`config.mk`:
```
export PLATFORM = sky130hd
export DESIGN_NAME = mult_arbiter_ctrl
export DESIGN_NICKNAME = d
export VERILOG_FILES = /design/src/rtl/mult_arbiter_ctrl.sv
export SDC_FILE = /design/constraint.sdc
export NUM_CORES = 1
export LEC_CHECK = 0
export ABC_AREA = 1
export CORE_UTILIZATION = 48
export CTS_BUF_LIST = sky130_fd_sc_hd__clkbuf_2
export DETAILED_ROUTE_END_ITERATION = 10
export PLACE_DENSITY = 0.83
export SLEW_MARGIN = 20
export SYNTH_ARGS = -nofsm -noshare
export SYNTH_HDL_FRONTEND = slang
export SYNTH_SLANG_ARGS = --single-unit
```
`constraint.sdc`:
```
create_clock -name clk -period 3.4 [get_ports clk]
set_input_delay 0.68 -clock clk [delete_from_list [all_inputs] [get_ports clk]]
set_output_delay 0.68 -clock clk [all_outputs]
set_load 0.005 [all_outputs]
```
`src/rtl/mult_arbiter_ctrl.sv`:
```
// Shares one external 4x4 combinational multiplier between two requesters.
// Define MULT_ARB_FIXED_PRIO_EN for fixed priority (req0 wins ties) instead of round-robin.
//
// state  | meaning
// IDLE   | arbitrate; accept one request
// SETTLE | operands held on the multiplier while cnt counts down
// RESP   | product presented until the consumer takes it
module mult_arbiter_ctrl #(
  parameter int unsigned SETTLE_CYCLES = 1
) (
  input  logic       clk,
  input  logic       rst_n,
  input  logic       req0_valid,
  input  logic [3:0] req0_a,
  input  logic [3:0] req0_b,
  output logic       req0_ready,
  input  logic       req1_valid,
  input  logic [3:0] req1_a,
  input  logic [3:0] req1_b,
  output logic       req1_ready,
  output logic [3:0] mul_a,
  output logic [3:0] mul_b,
  input  logic [7:0] mul_p,
  output logic       rsp_valid,
  output logic       rsp_id,
  output logic [7:0] rsp_p,
  input  logic       rsp_ready
);

  typedef enum logic [1:0] {IDLE, SETTLE, RESP} state_t;

  localparam logic [3:0] SETTLE_M1 = 4'(SETTLE_CYCLES - 1);

  state_t     state_q, state_d;
  logic [3:0] cnt_q, cnt_d;
  logic [3:0] mul_a_q, mul_a_d;
  logic [3:0] mul_b_q, mul_b_d;
  logic [7:0] rsp_p_q, rsp_p_d;
  logic       rsp_id_q, rsp_id_d;
  logic       rsp_valid_q, rsp_valid_d;
  logic       grant;
  logic       accept;

`ifdef MULT_ARB_FIXED_PRIO_EN
  always_comb begin
    grant = req1_valid && !req0_valid;
  end
`else
  logic last_grant_q, last_grant_d;

  // On a tie the requester not served last wins.
  always_comb begin
    if (req0_valid && req1_valid) grant = ~last_grant_q;
    else                          grant = req1_valid;
  end
`endif

  assign req0_ready = (state_q == IDLE) && rst_n && !grant && req0_valid;
  assign req1_ready = (state_q == IDLE) && rst_n &&  grant && req1_valid;
  assign accept     = req0_ready || req1_ready;

  always_comb begin
    state_d     = state_q;
    cnt_d       = cnt_q;
    mul_a_d     = mul_a_q;
    mul_b_d     = mul_b_q;
    rsp_p_d     = rsp_p_q;
    rsp_id_d    = rsp_id_q;
    rsp_valid_d = rsp_valid_q;
`ifndef MULT_ARB_FIXED_PRIO_EN
    last_grant_d = last_grant_q;
`endif
    case (state_q)
      IDLE: begin
        if (accept) begin
          mul_a_d  = grant ? req1_a : req0_a;
          mul_b_d  = grant ? req1_b : req0_b;
          rsp_id_d = grant;
          cnt_d    = SETTLE_M1;
          state_d  = SETTLE;
`ifndef MULT_ARB_FIXED_PRIO_EN
          last_grant_d = grant;
`endif
        end
      end
      SETTLE: begin
        if (cnt_q == 4'd0) begin
          rsp_p_d     = mul_p;
          rsp_valid_d = 1'b1;
          state_d     = RESP;
        end else begin
          cnt_d = cnt_q - 4'd1;
        end
      end
      RESP: begin
        if (rsp_ready) begin
          rsp_valid_d = 1'b0;
          state_d     = IDLE;
        end
      end
      default: state_d = IDLE;
    endcase
  end

  always_ff @(posedge clk or negedge rst_n) begin
    if (!rst_n) begin
      state_q     <= IDLE;
      cnt_q       <= 4'd0;
      mul_a_q     <= 4'd0;
      mul_b_q     <= 4'd0;
      rsp_p_q     <= 8'd0;
      rsp_id_q    <= 1'b0;
      rsp_valid_q <= 1'b0;
`ifndef MULT_ARB_FIXED_PRIO_EN
      last_grant_q <= 1'b1;
`endif
    end else begin
      state_q     <= state_d;
      cnt_q       <= cnt_d;
      mul_a_q     <= mul_a_d;
      mul_b_q     <= mul_b_d;
      rsp_p_q     <= rsp_p_d;
      rsp_id_q    <= rsp_id_d;
      rsp_valid_q <= rsp_valid_d;
`ifndef MULT_ARB_FIXED_PRIO_EN
      last_grant_q <= last_grant_d;
`endif
    end
  end

  assign mul_a     = mul_a_q;
  assign mul_b     = mul_b_q;
  assign rsp_p     = rsp_p_q;
  assign rsp_id    = rsp_id_q;
  assign rsp_valid = rsp_valid_q;

endmodule

```
==> results, run 1 <==
- The run finished with clean final reports.
- The number of max-slew violations in the final report was 0.
- In this design, the stage delay of the slowest critical-path cell is 490 ps.
- The number of search-and-repair iterations in the first detailed-routing pass is 4.
- Of the synthesized area, sequential elements account for 48.8%.
- The switching share of power is 39.6%.
- The final-layout setup total negative slack is 0 ps.
- The first routing iteration left 47 violations.
- The synthesized netlist devotes 1.95% of its cell area to adder and majority cells.
- In this run the power spent charging and discharging nets is 534 µW.
- In this run, placement finished with an instance count of 232.
- The power density over the cells is 742 nW/µm².
- The total count of hold-check failures in the final report is 0.
- The vertical extent of the die is 53.7 µm.
- The count of port buffers added during placement is 48.
- In this run, synthesis inferred 0 flip-flops with an integrated enable.
- Data arrives at the worst endpoint at 2180 ps.
- The cell count after synthesis came out at 154.
- The post-synthesis xor/xnor area fraction is 0.682%.
- The relative contribution of combinational cells to total power is 52.6%.
- The clock transition at the registers of the reported paths is 220 ps.
- The growth of design area from synthesis to finish is 41.5%.
- In the routed design, unresolved DRC markers number 0.
- Internal power comes to 816 µW.
- For this run, the top clock speed supported by timing is 350 MHz.
- In this run the remaining antenna-violating nets after routing total 0.
- The number of antenna violations at the first check in global routing is 0.
- Detailed routing inserted a total of 1188 vias.
- The floorplan step defined a die boundary enclosing 2890 µm².
- The worst register-to-register path begins at cnt_q[0].
- The later-pin clock latency in the skew report is 360 ps.
- The number of maximum-capacitance constraint violations is 0.
- The worst clock skew is 19.8 ps.
- After clock tree synthesis, the setup repair step added 0 buffers.
- The critical hold path startpoint is state_q[0].
- Measured against its own limit, the worst slew margin works out to 80.1%.
- The cell area that synthesis handed to floorplanning was 1280 µm².
- The global placer's final weighted congestion is 0.729.
- By startpoint and endpoint, the worst setup path is classified as in -> out.
- For this design, the CTS-stage hold fixing added 0 buffers.
- Clock tree synthesis selected as its root buffer the cell sky130_fd_sc_hd__clkbuf_2.
- After the flow finishes, the layout carries non-filler instances totaling 236.
- The clock net in this run drives a total of 25 sinks.
- The number of buffers inserted during clock tree synthesis is 3.
- The number of buffers and inverters on the critical path is 4.
- The number of cells upsized or downsized after cts is 0.
- Overall power consumption after layout is estimated at 1.35 mW.
- The kind of path behind the tightest hold check is reg -> reg.
- The register share of total power is 38.7%.
- Of the post-synthesis cell area, the part taken by muxes is 0%.
- After detailed routing, the number of vias per cell comes to 5.03.
- The aggregate global routing overflow is 0.
- The final design utilization is 72.7%.
- Counting along the longest clock path gives a buffer depth of 2.
- After detailed routing, the average wire length per cell comes to 12.2 µm.
- The complex-gate fraction of the synthesized area is 0.584%.
- Setup repair after global routing left no endpoint under its margin.
- The total setup violations reported at the end of the flow is 0.
- The number of global-route vias before repair was 1136.
- At the pin with the least slew margin, the transition time is 297 ps.
- The reported leakage power is 0.914 nW.
- The largest delay contributor family on the critical path is buffers and inverters.
- TritonCTS built the clock tree.
- Cells with a size suffix above 1 make up 13.1% of the layout.
- Final hold analysis gives a worst-case slack of 488 ps.
- The HPWL after detailed placement is 2160 µm.
- The flop and latch count out of synthesis is 25.
- During synthesis, Yosys emitted a total of 0 warnings.
- The global-route wire length before repair is 4710 µm.
- In this run the mean area of a mapped cell was 8.34 µm².
- Of the total synthesized cell area, the portion taken by AND, OR, NAND and NOR gates is 42.4%.
- After floorplanning, the core was sized to cover 2500 µm².
- The maximum vdd drop is 0.560 mV.
- Traced cell by cell, the critical path runs through clkdlybuf4s50_1 -> nand2_1 -> nand2_4 -> inv_6 -> nand2_8 -> inv_2 -> clkdlybuf4s50_1.
- The critical path starts at req0_valid.
- The endpoint kind of the worst setup timing path is an output pin.
- The most numerous cell on the critical path is sky130_fd_sc_hd__clkdlybuf4s50_1.
- The placement row count is 18.
- The largest family of logic cells by synthesized area is simple AND/OR/NAND/NOR gates.
- The CTS H-tree depth is 1.
- 0 antenna diodes ended up in the layout.
- For the worst setup path, the data required time is 2720 ps.
- For this run, the total global-route usage over all layers was measured as 23.4%.
- Counting every net in the synthesized netlist gives 185.
- The clock network accounts for 8.7% of the total power.
- The top flip-flop cell by instance count after synthesis is sky130_fd_sc_hd__dfrtp_1.
- Entering global routing, the biggest net connects 19 pins.
- In this run, distinct cell masters in the synthesized netlist total 22.
- For this run, the post-layout net count is 238.
- The starting density of the core is 51.4%.
- The worst setup path is launched from a primary input.
- The total routed wirelength is 2880 µm.
- The cell at the slowest stage of the critical path is sky130_fd_sc_hd__clkdlybuf4s50_1.
- In this run the worst path has a maximum fanout of 17.
- For the finished layout, the period the worst path requires is 2860 ps.
- The floorplan step set the die width to 53.7 µm.
- During I/O placement, the number of pins put on the boundary was 49.
- The ratio of final minimum period to clock period is 84.1%.
- The post-synthesis async set-or-reset flop share is 100%.
==> path summary, 6_finish.rpt <==
check | cells after the start | endpoint | slack, ps
min in group asynchronous | 2 | mul_a[0] | 660
max | 7 | req1_ready | 540
max in group asynchronous | 2 | rsp_p[0] | 2510
min | 1 | state_q[1] | 490
min reg2reg | 1 | state_q[1] | 490
max reg2reg | 7 | rsp_p[2] | 1980
==> stage by stage <==
| stage | setup WS, ps | instance area, µm² |
|---|---|---|
| after floorplan | 1510 | 1280 |
| after global placement | 552 | 1800 |
| after detailed placement | 540 | 1800 |
| after CTS | 533 | 1820 |
| after global routing | 461 | 1820 |
| final | 541 | 1820 |
==> layout make-up <==
class,instances,area [µm²]
clock buffer,3,15.0
tap,30,37.5
multi-input combinational,116,586
timing repair buffer,51,503
fill,189,682
sequential,25,627
inverter,10,42.5
clock inverter,1,7.51
==> registers in the layout, indices dropped and copies added (netlist names) <==
register and flops:
last_grant_q 1, cnt_q 4, rsp_p 8, rsp_id 1, mul_a 4, rsp_valid 1, state_q 2, mul_b 4
==> power by group through the flow <==
stage | Combinational (mW) | Clock (mW) | Sequential [mW]
final | 0.710 | 0.118 | 0.522
after global routing | 0.804 | 0.137 | 0.536
after CTS | 0.716 | 0.122 | 0.522
after detailed placement | 0.714 | 0 | 0.522
after global placement | 0.697 | 0 | 0.523
after floorplan | 0.397 | 0 | 0.522
==> cells in the mapped netlist (2+ instances only) <==
cell,number,area [µm²]
sky130_fd_sc_hd__nand4_1,2,12.5
sky130_fd_sc_hd__nand3_1,19,95.1
sky130_fd_sc_hd__nor2_1,5,18.8
sky130_fd_sc_hd__nand2_1,72,270
sky130_fd_sc_hd__dfrtp_1,24,601
sky130_fd_sc_hd__nor2_4,2,22.5
sky130_fd_sc_hd__nand4_2,2,25.0
sky130_fd_sc_hd__ha_1,2,25.0
sky130_fd_sc_hd__buf_4,2,15.0
sky130_fd_sc_hd__nand2_2,5,31.3
sky130_fd_sc_hd__inv_2,4,15.0
sky130_fd_sc_hd__inv_1,5,18.8
==> cell families (layout without fill, tap and decap cells) <==
logic type | after synthesis | count (layout)
and+or+nand+nor | 112 | 112
buffers and inverters | 13 | 65
AOI/OAI and AO/OA | 1 | 1
adders and majority gates | 2 | 2
DFF | 25 | 25
xor gates and xnor gates | 1 | 1
==> worst register-to-register path, delay by kind of cell, from the launching register on <==
| family | cells | cell delay (ps) |
|---|---|---|
| fa+ha+maj | 1 | 180 |
| buf+inv | 2 | 290 |
| simple gates | 4 | 400 |
| flops | 1 | 450 |
==> cell usage in the layout (no fill, tap or decap), drive strengths merged <==
master         synthesis  layout
nand4                  5       5
xnor2                  1       1
buf                    3       3
o31ai                  1       1
or2                    1       1
nand3                 20      20
ha                     2       2
nand2                 79      79
clkinvlp               0       1
clkdlybuf4s50          0      48
inv                   10      10
clkbuf                 0       3
dfrtp                 24      24
dfstp                  1       1
nor2                   7       7
==> layer usage <==
| metal | global-route usage (%) | wire length [µm] | up-vias |
|---|---|---|---|
| met5 | 0 | 0 | - |
| li1 | - | - | 592 |
| met2 | 38.1 | 1360 | 44 |
| met3 | 6.21 | 188 | 4 |
| met1 | 29.6 | 1310 | 548 |
| met4 | 8.33 | 19 | 0 |
Note: power is estimated with default switching activity, not from simulation.
==> run 2: changes to the inputs <==
--- a/config.mk
+++ b/config.mk
@@ -6,10 +6,10 @@
 export NUM_CORES = 1
 export LEC_CHECK = 0
 export ABC_AREA = 1
-export CORE_UTILIZATION = 48
+export CORE_UTILIZATION = 45
 export CTS_BUF_LIST = sky130_fd_sc_hd__clkbuf_2
 export DETAILED_ROUTE_END_ITERATION = 10
-export PLACE_DENSITY = 0.83
+export PLACE_DENSITY = 0.79
 export SLEW_MARGIN = 20
 export SYNTH_ARGS = -nofsm -noshare
 export SYNTH_HDL_FRONTEND = slang
==> constraint.sdc (replaced) <==
create_clock -name clk -period 2.9 [get_ports clk]
set_input_delay 0.58 -clock clk [delete_from_list [all_inputs] [get_ports clk]]
set_output_delay 0.58 -clock clk [all_outputs]
set_load 0.005 [all_outputs]
==> run 2 against run 1 <==
Non-clock buffer count is 1 lower. Register-to-register slack worse by 490 ps. Die area is 6.4% higher. Final cell count stayed put. First-iteration DRC count is 55% lower. Clock skew is 1.5 ps lower. Sequential cell count stayed put. Worst setup slack worse by 280 ps. Critical endpoint unchanged. Highest routed layer unchanged.
==> results, run 2 (synthesized netlist as in run 1, its figures left out) <==
- The run finished with clean final reports.
- The reported leakage power is 0.909 nW.
- Of the available clock period, the critical path in the final layout requires 90.9%.
- 0 antenna diodes ended up in the layout.
- The total setup violations reported at the end of the flow is 0.
- On the final layout, the worst hold slack is 486 ps.
- The number of antenna violations at the first check in global routing is 0.
- In this run the post-CTS setup repair buffer count came out at 0.
- The core box area is 2730 µm².
- The TritonCTS clock tree is yes.
- For this design, the sink count on the clock tree is 25.
- The starting DRC count in detailed routing is 21.
- The sum of internal, switching and leakage power is 1.57 mW.
- The largest fanout on the critical path is 17.
- The post-placement cell count is 232.
- The critical path is of the in -> out type.
- The final-layout setup total negative slack is 0 ps.
- The top cell types in the final layout, fill and taps aside, are sky130_fd_sc_hd__nand2_1 (72), sky130_fd_sc_hd__clkdlybuf4s50_1 (48), sky130_fd_sc_hd__dfrtp_1 (24).
- For the final database, setup skew stands at 18.4 ps.
- In this run, CTS created clock tree buffers numbering 3.
- The maximum vdd drop is 0.617 mV.
- The maximum number of pins on one net before global-route repair is 26.
- For this design, the CTS-stage hold fixing added 0 buffers.
- The final layout contains routed wiring with a total length of 2760 µm.
- Based on the critical path, the design can be clocked at up to 379 MHz.
- The filler cell count in the final layout is 251.
- The post-placement setup slack is 259 ps.
- At the pin with the least slew margin, the transition time is 312 ps.
- The starting density of the core is 47.0%.
- The first detailed-routing pass ran for 6 iterations.
- The final standard cell count with taps included and fillers excluded is 236.
- The net count reported at finish is 237.
- The number of maximum-capacitance constraint violations is 0.
- The number of global-route vias before repair came to 1094.
- The normalized max-slew margin is 79.2%.
- The later-pin clock latency in the skew report is 350 ps.
- CTS built an H-tree with a depth of 1.
- The total via count after detailed routing is 1133.
- The library cell used most frequently in the layout, excluding fill and tap cells, is sky130_fd_sc_hd__nand2_1.
- In the routed design, unresolved DRC markers number 0.
- The arrival time at the worst endpoint is 2060 ps.
- The area of all sequential standard cells is 627 µm².
- The total count of hold-check failures in the final report is 0.
- The growth of design area from synthesis to finish is 41.0%.
- The combined global-route utilization of all metal layers is 19.5%.
- The endpoint kind of the worst setup timing path is an output pin.
- The power density over the cells is 868 nW/µm².
- The die covers 3070 µm².
- The number of max-slew violations in the final report is 0.
- After clock tree synthesis, the clock-pin slew on the worst setup and hold paths is 220 ps.
- The die width is 55.4 µm.
- The layout cell share with drive strength beyond 1 is 12.7%.
- The first global-routing pass estimated 4780 µm of wire.
- The startpoint kind of the worst setup timing path is a primary input.
- In this run the tool buffered the top-level ports with 48 buffer cells.
- In this run the count of I/O pins placed on the die edge is 49.
- The number of buffers on the longest clock path is 2.
- The minimum clock period is 2640 ps.
- The average vias per placed instance is 4.80.
- Setup repair after global routing left no endpoint under its margin.
- In the final routed layout, each cell accounts on average for 11.7 µm.
- For the worst setup path, the data required time is 2320 ps.
- The HPWL after detailed placement is 2160 µm.
- The least setup slack across all paths after layout is 263 ps.
- The area taken by multi-input logic gates is 586 µm².
- The vertical extent of the die is 55.4 µm.
- The number of cells upsized or downsized after cts is 0.
- The kind of path behind the tightest hold check is reg -> reg.
- After global routing the overflow that remains totals 0.
- The residual antenna-violating net count after detailed routing is 0.
- The initialized floorplan defines 19 standard-cell rows.
- The register with the most flip-flops in the layout has 8 of them.
- In this run the clock root is driven by a sky130_fd_sc_hd__clkbuf_2.
- The global placer's final weighted congestion is 0.772.
[run 2: cell count changes in the layout (fill, tap and decap cells not counted)]
cell,change
sky130_fd_sc_hd__buf_4,-1
[run 2: metal layers]
metal	share of wire, %	GRT usage, %	vias up
met1	43	24.3	495
met2	49	33.2	50
met5	0	0	-
li1	-	-	586
met3	7.8	5.39	2
met4	0.43	5.00	0
[run 2: worst max-delay path, cell delays in order]
cell                              delay [ps]
sky130_fd_sc_hd__clkdlybuf4s50_1         550
sky130_fd_sc_hd__inv_1                   100
sky130_fd_sc_hd__nor2_4                  160
sky130_fd_sc_hd__nand2_8                 120
sky130_fd_sc_hd__inv_2                    60
sky130_fd_sc_hd__clkdlybuf4s50_1         490
[run 2: final timing paths]
kind	from	to	slack, ps	cells past startpoint
worst max-delay path	rst_n	req1_ready	260	6
min in group asynchronous	rst_n	cnt_q[0]	680	2
worst min-delay path	last_grant_q	last_grant_q	490	2
worst min register to register	last_grant_q	last_grant_q	490	2
worst max register to register	cnt_q[0]	rsp_p[2]	1490	7
max in group asynchronous	rst_n	last_grant_q	1920	2
[run 2: per-stage QoR]
step	area, µm²	util, %
2_1_floorplan	1280	-
3_3_place_gp	1790	65.4
3_5_place_dp	1790	65.4
4_1_cts	1810	66.3
5_1_grt	1810	66.3
6_report	1810	66.3
[run 2: area by class of cell]
type / count / area share [%]
sequential: 25 / 34.6
multi-input combinational: 116 / 32.3
timing repair buffer: 50 / 27.3
inverter: 10 / 2.35
tap: 31 / 2.14
clock buffer: 3 / 0.829
clock inverter: 1 / 0.414
[run 2: where the power goes]
group / switching, mW / leakage, nW / internal (mW)
logic: 0.414 / 0.587 / 0.415
clock network: 0.106 / 0.0126 / 0.0320
registers: 0.0965 / 0.310 / 0.509
==> run 3: changes to the inputs <==
--- a/config.mk
+++ b/config.mk
@@ -6,6 +6,7 @@
 export NUM_CORES = 1
 export LEC_CHECK = 0
 export ABC_AREA = 1
+export CAP_MARGIN = 10
 export CORE_UTILIZATION = 45
 export CTS_BUF_LIST = sky130_fd_sc_hd__clkbuf_2
 export DETAILED_ROUTE_END_ITERATION = 10
==> results of run 3 <==
The final DEF is identical to that of run 2; final timing and power are the same.
